[src/rtl/axi4_write_arbiter.sv]
// Round-robin arbiter sharing one AXI4 write-burst engine between NUM_REQ writers.
// Latches the winner's job fields, starts the engine, and returns done/error per requester.
module axi4_write_arbiter #(
  parameter int NUM_REQ             = 4,
  parameter int REQ_IDX_WIDTH       = 2,
  parameter int AXI_ADDR_WIDTH      = 32,
  parameter int TRAN_BYTE_NUM_WIDTH = 16
) (
  input  logic                                   clk,
  input  logic                                   rst_n,
  input  logic [NUM_REQ-1:0]                     req_i,
  input  logic [NUM_REQ*AXI_ADDR_WIDTH-1:0]      req_addr_i,
  input  logic [NUM_REQ*TRAN_BYTE_NUM_WIDTH-1:0] req_byte_num_i,
  output logic [NUM_REQ-1:0]                     ack_o,
  output logic [NUM_REQ-1:0]                     done_o,
  output logic [NUM_REQ-1:0]                     error_o,
  output logic [NUM_REQ-1:0]                     grant_o,
  output logic [REQ_IDX_WIDTH-1:0]               grant_idx_o,
  output logic                                   busy_o,
  output logic                                   w_start_o,
  output logic [AXI_ADDR_WIDTH-1:0]              w_target_slave_base_addr_o,
  output logic [TRAN_BYTE_NUM_WIDTH-1:0]         w_total_byte_num_o,
  input  logic                                   w_busy_i,
  input  logic                                   w_error_i
);

  // state     | meaning
  // IDLE      | no job; arbitrate pending requests
  // START     | w_start_o and ack_o pulse for the granted job
  // WAIT_BUSY | engine started, waiting for its busy flag
  // WAIT_DONE | engine running, waiting for busy to drop
  // DONE      | done_o/error_o pulse, pointer advances
  typedef enum logic [2:0] {IDLE, START, WAIT_BUSY, WAIT_DONE, DONE} state_t;

  state_t                           state, state_next;
  logic [REQ_IDX_WIDTH-1:0]         ptr, ptr_next;
  logic [REQ_IDX_WIDTH-1:0]         win, hi_win, lo_win, idx_next;
  logic                             found, hi_found, load;
  logic [NUM_REQ-1:0]               win_oh, own_oh;
  logic [AXI_ADDR_WIDTH-1:0]        sel_addr;
  logic [TRAN_BYTE_NUM_WIDTH-1:0]   sel_bytes;
  logic                             busy_q, error_q;
  logic                             start_next;
  logic [NUM_REQ-1:0]               ack_next, done_next, error_next, grant_next;

  // Lowest set bit above the pointer wins; otherwise wrap to the lowest set bit overall.
  always_comb begin
    hi_found = 1'b0;
    hi_win   = '0;
    lo_win   = '0;
    for (int i = NUM_REQ - 1; i >= 0; i--) begin
      if (req_i[i]) begin
        lo_win = REQ_IDX_WIDTH'(i);
        if (i > int'(ptr)) begin
          hi_found = 1'b1;
          hi_win   = REQ_IDX_WIDTH'(i);
        end
      end
    end
    found = |req_i;
    win   = hi_found ? hi_win : lo_win;
  end

  always_comb begin
    sel_addr  = '0;
    sel_bytes = '0;
    win_oh    = '0;
    own_oh    = '0;
    for (int i = 0; i < NUM_REQ; i++) begin
      if (win == REQ_IDX_WIDTH'(i)) begin
        win_oh[i] = 1'b1;
        sel_addr  = req_addr_i[i*AXI_ADDR_WIDTH +: AXI_ADDR_WIDTH];
        sel_bytes = req_byte_num_i[i*TRAN_BYTE_NUM_WIDTH +: TRAN_BYTE_NUM_WIDTH];
      end
      if (grant_idx_o == REQ_IDX_WIDTH'(i)) own_oh[i] = 1'b1;
    end
  end

  // Engine status is registered at the boundary, so done_o lands two cycles after busy falls.
  always_comb begin
    state_next = state;
    ptr_next   = ptr;
    idx_next   = grant_idx_o;
    grant_next = grant_o;
    ack_next   = '0;
    done_next  = '0;
    error_next = '0;
    start_next = 1'b0;
    load       = 1'b0;
    unique case (state)
      IDLE: begin
        if (found) begin
          load       = 1'b1;
          idx_next   = win;
          grant_next = win_oh;
          ack_next   = win_oh;
          if (sel_bytes != '0) begin
            state_next = START;
            start_next = 1'b1;
          end else begin
            state_next = DONE;
            done_next  = win_oh;
          end
        end
      end
      START:     state_next = WAIT_BUSY;
      WAIT_BUSY: if (busy_q) state_next = WAIT_DONE;
      WAIT_DONE: begin
        if (!busy_q) begin
          state_next = DONE;
          done_next  = own_oh;
          error_next = error_q ? own_oh : '0;
        end
      end
      DONE: begin
        state_next = IDLE;
        grant_next = '0;
        ptr_next   = grant_idx_o;
      end
      default: state_next = IDLE;
    endcase
  end

  always_ff @(posedge clk or negedge rst_n) begin
    if (!rst_n) state <= IDLE;
    else        state <= state_next;
  end

  always_ff @(posedge clk or negedge rst_n) begin
    if (!rst_n) begin
      ptr                        <= REQ_IDX_WIDTH'(NUM_REQ - 1);
      busy_q                     <= 1'b0;
      error_q                    <= 1'b0;
      ack_o                      <= '0;
      done_o                     <= '0;
      error_o                    <= '0;
      grant_o                    <= '0;
      grant_idx_o                <= '0;
      busy_o                     <= 1'b0;
      w_start_o                  <= 1'b0;
      w_target_slave_base_addr_o <= '0;
      w_total_byte_num_o         <= '0;
    end else begin
      ptr         <= ptr_next;
      busy_q      <= w_busy_i;
      error_q     <= w_error_i;
      ack_o       <= ack_next;
      done_o      <= done_next;
      error_o     <= error_next;
      grant_o     <= grant_next;
      grant_idx_o <= idx_next;
      busy_o      <= (state_next != IDLE);
      w_start_o   <= start_next;
      if (load) begin
        w_target_slave_base_addr_o <= sel_addr;
        w_total_byte_num_o         <= sel_bytes;
      end
    end
  end

endmodule

[config.mk]
export PLATFORM = sky130hd
export DESIGN_NAME = axi4_write_arbiter
export DESIGN_NICKNAME = d
export VERILOG_FILES = /design/src/rtl/axi4_write_arbiter.sv
export SDC_FILE = /design/constraint.sdc
export NUM_CORES = 1
export LEC_CHECK = 0
export ABC_AREA = 1
export CORE_ASPECT_RATIO = 0.9
export CORE_MARGIN = 5
export CORE_UTILIZATION = 35
export CTS_CLUSTER_DIAMETER = 50
export DETAILED_ROUTE_END_ITERATION = 8
export PLACE_DENSITY = 0.78
export SYNTH_ARGS = -nofsm -noshare
export SYNTH_HDL_FRONTEND = slang
export SYNTH_SLANG_ARGS = --single-unit
[constraint.sdc]
create_clock -name clk -period 4 [get_ports clk]
set_input_delay 0.8 -clock clk [delete_from_list [all_inputs] [get_ports clk]]
set_output_delay 0.8 -clock clk [all_outputs]
set_load 0.005 [all_outputs]
==> metrics <==
status=finished, final reports clean; R2R cell count=15; CP Capture Type=flop; # port buffers=267; Fill cells=948; hold path cells=2; Clock Path Buffers=2; Post-CTS Hold Fix Bufs=0; final setup fails=0; Via Count=4867; Core Area=11500 um2; Worst Path Arrival=3570 ps; DIE AREA=14100 um2; worst flop-to-flop path startpoint=ptr[1]; CP Launch Type=input port; CP Max Fanout=28; final routed DRC violation total=0; Worst Tran Pin Value=1160 ps; Synth Instances=509; worst hold path class=reg -> reg; fmax=298 MHz; register bit total from synthesis=75; grt ovf=0; Reg2Reg Setup Slack=1130 ps; clk slew on worst S/H paths=60 ps; metal2 WL=8.87 mm; final std cells w/o fill=923; Fin Clk Skew=5.39 ps; Util after Layout=0.628; ratio of cells with drive above 1 in the final layout=0.0796; die span in x=125 um; standard-cell rows=37; simple-gate share of the synthesized area=0.301; P_leak=3.01 nW; DP Cell Count=906; combinational family with the most area after synthesis=simple AND/OR/NAND/NOR gates; met1 WL=6.76 mm; Hold EP=w_total_byte_num_o[5]; clk root buf=clkbuf_16; critical path type=in -> reg; # Max-Cap Violations=0; cts bufs inserted=9; synthesis-to-layout area growth=75.1%; vias in the first global route=5143; clock sink total=75; syn nets=709; fin. max-slew vios=0; post-synthesis compound-gate area fraction=0.184; DR top layer=met4; H-tree Lvls=3; max_slew headroom=0.223; first-pass GRT wire length=27.2 mm; met3 WL=1.34 mm; commonest cells after routing, fill and taps aside=clkdlybuf4s50_1 (266), nand2_1 (141), dfrtp_1 (73); Fin. Hold Viols=0; drt pass-1 iters=6; Initial Util=0.359; WP data required=4210 ps; commonest non-fill, non-tap cell in the layout=clkdlybuf4s50_1; Antenna Violating Nets Remaining=0; Post-CTS Resized=0; Routed WL per cell=19.0 um; RePlAce Congestion=0.922; Die Y=113 um; Tmin final=3360 ps; setup TNS=0 ps; Synth Cell Area=4140 um2; CTS tree=yes; period utilisation layout=0.839; pin count of the biggest net entering global routing=76; final WL=17.5 mm; post-CTS setup buffers=0; DP HPWL=13.9 mm; XOR/XNOR share of the synthesized area=0; mux cell area share after synthesis=0; FF-to-FF End=busy_o; clk_lat worst skew=320 ps; nets=961; drt first-iter violations=284; Seq/Total Area, Yosys=0.454; Synth Area in Adders=0; number of synthesis warnings=0; RSZ-0062 raised after global routing=no; I/O pins=268; synth unique cells=31; Worst VDD drop=0.219 mV; worst hold path startpoint=w_total_byte_num_o[5]; Vias/cell=5.27; GRT Resource Usage Total=0.240; PD cells=633 nW/um2; Mean Syn Cell Area=8.13 um2; initial antenna violation count=1
==> critical path, cell delays in order <==
cell and delay, ps:
clkdlybuf4s50_1 530, inv_1 80, nor2_1 130, nor2_1 70, nor2_2 130, nand2_4 140, nor2_2 900, nand2_1 100
nand4_1 180, nor2_1 70, nand2_1 80, nor2_2 50, nand3_2 100, nand2_2 70, nor2_1 80, nand2_1 50
==> layer usage <==
metal	global-route usage	vias up
met2	0.425	266
met3	0.0604	43
li1	-	2280
met4	0.0913	0
met5	0	-
met1	0.283	2278
==> cell families after synthesis <==
kind of cell	Yosys count
DFF	75
buffers and inverters	52
AOI/OAI and AO/OA	112
and+or+nand+nor	270
==> synth_stat cells <==
cell      instances  area share
a21oi_1          22       0.027
a21oi_2           1      0.0021
a221o_1          12       0.029
a221oi_1          1      0.0021
a22o_1           19       0.040
a31o_2            2      0.0042
a31oi_1           8       0.012
buf_1             3      0.0027
buf_2            18       0.022
buf_6             3      0.0082
buf_8             1      0.0036
clkbuf_1         10      0.0091
dfrtp_1          73        0.44
dfstp_2           2       0.013
inv_1            17       0.015
nand2_1         141        0.13
nand2_2           2      0.0030
nand2_4           2      0.0054
nand3_1          45       0.054
nand3_2          10       0.024
nand3b_1          1      0.0018
nand4_1          14       0.021
nand4_2           2      0.0060
nor2_1           39       0.035
nor2_2           10       0.015
nor2_4            1      0.0027
nor3_1            3      0.0036
o21ai_0          31       0.037
o21ai_1           4      0.0048
o21ai_2           1      0.0021
o221ai_1         11       0.023
==> per-stage QoR <==
stage	setup WS, ps	total power [mW]	hold WS, ps	area (um2)
floorplan	1640	2.54	472	4140
global placement	472	3.68	464	6920
detailed placement	339	3.74	467	6920
CTS	672	4.63	484	7240
global route	349	4.90	508	7240
finish	642	4.59	483	7240
==> state kept, by name, indices dropped and copies added, names as in the netlist <==
signal	count
w_start_o	1
ptr	2
busy_o	1
grant_idx_o	2
w_total_byte_num_o	16
ack_o	4
error_o	4
busy_q	1
state	3
w_target_slave_base_addr_o	32
grant_o	4
error_q	1
done_o	4
==> report_power, final <==
part | total, mW | switching, mW | internal, mW
Sequential | 1.26 | 0.191 | 1.07
Combinational | 2.46 | 1.29 | 1.16
Clock | 0.869 | 0.318 | 0.550
==> final cells by class <==
class	instances	area [um2]	share of cell area
inverter	17	63.8	0.00881
sequential	75	1880	0.259
clock buffer	9	225	0.0311
multi-input combinational	382	2030	0.280
clock inverter	7	101	0.0140
timing repair buffer	276	2750	0.380
antenna	1	2.50	0.000345
tap	156	195	0.0269
==> worst max path at each step <==
| stage | cells after the start | slack, ps | to | start |
|---|---|---|---|---|
| CTS | 16 | 670 | busy_o | req_i[2] |
| detailed placement | 16 | 340 | busy_o | req_i[2] |
| floorplan | 13 | 1640 | busy_o | req_i[1] |
| global placement | 16 | 470 | busy_o | req_i[2] |
| global route | 16 | 350 | busy_o | req_i[2] |
| finish | 16 | 640 | busy_o | req_i[2] |
No activity file was read; power rests on OpenSTA's default activity.
